[src/rtl/prbs_lfsr_gen.sv]
// rtl/prbs_lfsr_gen.sv - Fibonacci LFSR PRBS generator with seed load and valid/ready word packer
// Optional feature macro: LFSR_LOCKUP_RECOVER_EN (reload SEED out of the all-zero state)
module prbs_lfsr_gen #(
    parameter int               WIDTH = 153,
    parameter logic [WIDTH-1:0] TAPS  = {2'b11, {(WIDTH-2){1'b0}}},
    parameter logic [WIDTH-1:0] SEED  = WIDTH'(4),
    parameter int               OUT_W = 8
) (
    input  logic             clk,
    input  logic             rst,
    input  logic             ld,
    input  logic [WIDTH-1:0] din,
    input  logic             cnt_en,
    output logic [WIDTH-1:0] dout,
    output logic             lockup,
    output logic             word_valid,
    input  logic             word_ready,
    output logic [OUT_W-1:0] word_data
);

    localparam int              CW   = (OUT_W > 2) ? $clog2(OUT_W) : 1;
    localparam logic [CW-1:0]   LAST = CW'(OUT_W - 1);

    logic [CW-1:0]    bit_cnt;
    logic [OUT_W-2:0] word_sh;
    logic [OUT_W-1:0] sh_ext;
    logic             fb;
    logic             at_last;
    logic             xfer;
    logic             stall;
    logic             advance;
    logic             recover;
    logic             step;

    always_comb begin
        fb      = ^(dout & TAPS);
        lockup  = (dout == '0);
        at_last = (bit_cnt == LAST);
        xfer    = word_valid && word_ready;
        // Only the step that would overwrite an unaccepted word is held back.
        stall   = cnt_en && at_last && word_valid && !word_ready;
        advance = cnt_en && !ld && !stall;
`ifdef LFSR_LOCKUP_RECOVER_EN
        recover = advance && lockup;
`else
        recover = 1'b0;
`endif
        step    = advance && !recover;
        sh_ext  = {word_sh, fb};
    end

    always_ff @(posedge clk) begin
        if (rst) begin
            dout       <= SEED;
            bit_cnt    <= '0;
            word_sh    <= '0;
            word_valid <= 1'b0;
            word_data  <= '0;
        end else begin
            if (xfer) begin
                word_valid <= 1'b0;
            end
            if (ld) begin
                dout    <= din;
                bit_cnt <= '0;
                word_sh <= '0;
            end else if (recover) begin
                dout <= SEED;
            end else if (step) begin
                dout    <= {dout[WIDTH-2:0], fb};
                word_sh <= sh_ext[OUT_W-2:0];
                if (at_last) begin
                    // A completing word wins over a same-cycle transfer clear.
                    word_data  <= sh_ext;
                    word_valid <= 1'b1;
                    bit_cnt    <= '0;
                end else begin
                    bit_cnt <= bit_cnt + CW'(1);
                end
            end
        end
    end

endmodule

[config.mk]
export PLATFORM = sky130hd
export DESIGN_NAME = prbs_lfsr_gen
export DESIGN_NICKNAME = d
export VERILOG_FILES = /design/src/rtl/prbs_lfsr_gen.sv
export SDC_FILE = /design/constraint.sdc
export NUM_CORES = 1
export LEC_CHECK = 0
export CORE_MARGIN = 2
export CORE_UTILIZATION = 45
export DETAILED_ROUTE_END_ITERATION = 10
export PLACE_DENSITY = 0.86
export SYNTH_ARGS = -nofsm -noshare
export SYNTH_HDL_FRONTEND = slang
export SYNTH_SLANG_ARGS = --single-unit
export TNS_END_PERCENT = 50
[constraint.sdc]
create_clock -name clk -period 4.7 [get_ports clk]
set_input_delay 1.41 -clock clk [delete_from_list [all_inputs] [get_ports clk]]
set_output_delay 1.41 -clock clk [all_outputs]
set_load 0.005 [all_outputs]
==> qor.txt <==
Fmax = 246 MHz
Die Ht = 129 µm
Critical path cell sequence = nor4_1 -> nand4_1 -> nor4_1 -> and4_1 -> clkdlybuf4s50_1
Status = finished clean
Final period utilization = 0.865
Hold Buf Count CTS = 0
EDFF count, synth = 0
Drt drc = 0
R2r setup slk = 2.43 ns
Inserted Diodes = 0
Combinational power share = 0.157
DR pass1 iterations = 5
Die Span X = 129 µm
Synth Cell Area = 0.00701 mm²
Setup CP Type = flop to output port
Clock Tree Buf Depth = 2
Port Buffer Count = 320
Area of the die = 0.0166 mm²
Synthesized net count = 990
Data arrival, critical path = 2.66 ns
Worst path buffer plus inverter count = 1
Max Clock Skew = 0.00807 ns
Initial antenna violation count = 0
Clock transition at path regs = 0.06 ns
Routed via count = 7,596
CP max FO = 4
Synth async-reset ratio = 0
Final Hold Viols = 0
Total Routing Usage GR = 0.285
Multi-input logic area = 0.00322 mm²
Depth of the most critical reg-to-reg path = 7
CTS Root Cell = clkbuf_16
Critical path's largest stage delay = 0.56 ns
Share of layout cells above drive strength 1 = 0.0376
Drt first-iter violations = 512
Vias/cell = 5.82
Layout area overhead = 53.9%
Largest net degree at the start of global routing = 141
I/O pin cnt = 321
Switching share of power = 0.246
CP endpoint kind = output port
Crit. Startpoint = dout[51]
Post-cts gate resize count = 0
# rows = 45
Final worst path period need = 4.07 ns
Worst Hold Class = flop to flop
Leak = 3.68 nW
Flop pwr share = 0.448
Sequential area share after synthesis = 0.491
Power per Cell Area = 337 mW/mm²
Worst path slowest cell = clkdlybuf4s50_1
Dominant cell type by area after synthesis = dfxtp_1
FF+latch area = 0.00344 mm²
CTS tree = built
Cell variety after synth = 29
Core Area = 0.0152 mm²
Post-CTS Setup Bufs = 0
YS warnings = 0
Fillers = 1,197
Pin slew with the least headroom to its limit = 0.907 ns
FF-to-FF End = dout[47]
TritonCTS Buffers = 17
Synth cell count leaders = nand2_1 (186), dfxtp_1 (172), a21oi_1 (151)
Non-filler cells, final = 1,306
VDD IR max = 0.000236 V
NumNets Final = 1,265
Max-cap viol count = 0
Clock sink count = 172
WP data required = 3.29 ns
Relative slew slack = 0.394
Psw = 0.000894 W
Worst R2R Start = bit_cnt[0]
Top cells by area, synth = dfxtp_1 (49%), a22oi_1 (15%), a21oi_1 (11%)
Clk Latency, worst-skew pair = 0.42 ns
WL final = 24,500 µm
Synth top area share = 0.491
CP Depth = 5
Count leader, synth = nand2_1
Ys flop type = dfxtp_1
Syn avg cell area = 8.44 µm²
DP Cell Count = 1,274
Initial Utilization = 0.461
GPL Wtd Cong = 0.873
Detailed-route wire length per cell = 18.8 µm
Post-route ant nets = 0
Setup crit end = lockup
Yosys reg bits = 172
Delay-heaviest family, CP = simple AND/OR/NAND/NOR gates
Critical Path Most Common Cell = nor4_1
Total gr overflow = 0
Setup_tns = 0 ns
RSZ-0062 raised after global routing = false
First-pass GRT wire length = 37,200 µm
Fin. max-slew vios = 0
Via count of the first global-routing pass = 7,061
HPWL after detailed placement = 16,800 µm
Setup violators final = 0
Clk pwr share = 0.396
Pint = 0.00274 W
CP Launch Type = flop
H-tree depth = 4
Cells after Synth = 830
-- layout by cell type, fill, tap and decap left out, drive strengths merged, types with 2 or more instances in the layout --
master and n:
a311oi 11, bufinv 3, nand4 8, mux2i 7, nor3 5, clkinv 5
dfxtp 172, clkbuf 22, buf 9, a21oi 153, nand3b 2, nor2 24
a22oi 140, nand2 186, ha 2, clkdlybuf4s50 318, inv 3, nand3 2
nor4 38
-- routing by layer --
layer | track usage | share of wire | up-vias
met5 | 0 | 0 | -
met2 | 0.463 | 0.47 | 380
li1 | - | - | 3594
met3 | 0.0723 | 0.083 | 56
met4 | 0.124 | 0.030 | 0
met1 | 0.360 | 0.41 | 3566
-- cells by family (layout without fill, tap and decap cells) --
group	after synthesis	after routing	synth area share
AO/OA/AOI/OAI	306	306	0.277
flip-flops	172	172	0.491
AND/OR/NAND/NOR	269	269	0.166
XOR/XNOR	1	1	0.00125
adder cells (fa/ha/maj)	2	2	0.00357
buffers and inverters	73	361	0.0505
multiplexers	7	7	0.0100
-- through the flow --
stage          power (W)   util  area, µm²  worst slack, ns  hold WS [ns]
2_1_floorplan    0.00186      -       7010             2.16         0.436
3_3_place_gp     0.00221  0.670      10200             1.03         0.444
3_5_place_dp     0.00222  0.670      10200             1.06         0.458
4_1_cts          0.00364  0.709      10800            0.591         0.466
5_1_grt          0.00377  0.709      10800            0.522         0.480
6_report         0.00363  0.709      10800            0.633         0.463
-- worst min-delay path by stage --
stage | cells after the start | endpoint | start | slack, ns
2_1_floorplan | 2 | word_sh[6] | word_sh[6] | 0.44
3_3_place_gp | 2 | word_sh[6] | word_sh[6] | 0.44
3_5_place_dp | 2 | word_sh[6] | word_sh[6] | 0.46
4_1_cts | 2 | word_sh[6] | word_sh[6] | 0.47
5_1_grt | 2 | word_sh[4] | word_sh[3] | 0.48
6_report | 2 | word_sh[6] | word_sh[6] | 0.46
-- power by group through the flow --
stage	combinational, W	clock [W]	sequential, W
4_1_cts	0.000569	0.00145	0.00162
5_1_grt	0.000611	0.00152	0.00163
2_1_floorplan	0.000218	0	0.00164
3_3_place_gp	0.000562	0	0.00165
6_report	0.000568	0.00144	0.00162
3_5_place_dp	0.000564	0	0.00165
-- registers in the layout, summed over array words and instances (netlist names) --
register    cells
bit_cnt         3
dout          153
word_data       8
word_sh         7
word_valid      1
-- layout make-up --
| class | instances | share of cell area |
|---|---|---|
| Clock inverter | 10 | 0.0129 |
| Multi-Input combinational cell | 585 | 0.298 |
| Timing Repair Buffer | 327 | 0.304 |
| Sequential cell | 172 | 0.319 |
| Inverter | 2 | 0.000696 |
| Clock buffer | 22 | 0.0431 |
| Tap cell | 188 | 0.0218 |
-- tightest hold or removal path, delay by kind of cell (launching register included) --
| family | cells | cell delay [ns] |
|---|---|---|
| flops | 1 | 0.31 |
| compound gates | 1 | 0.06 |
| simple gates | 1 | 0.05 |
Power figures use the tool's default switching activity.
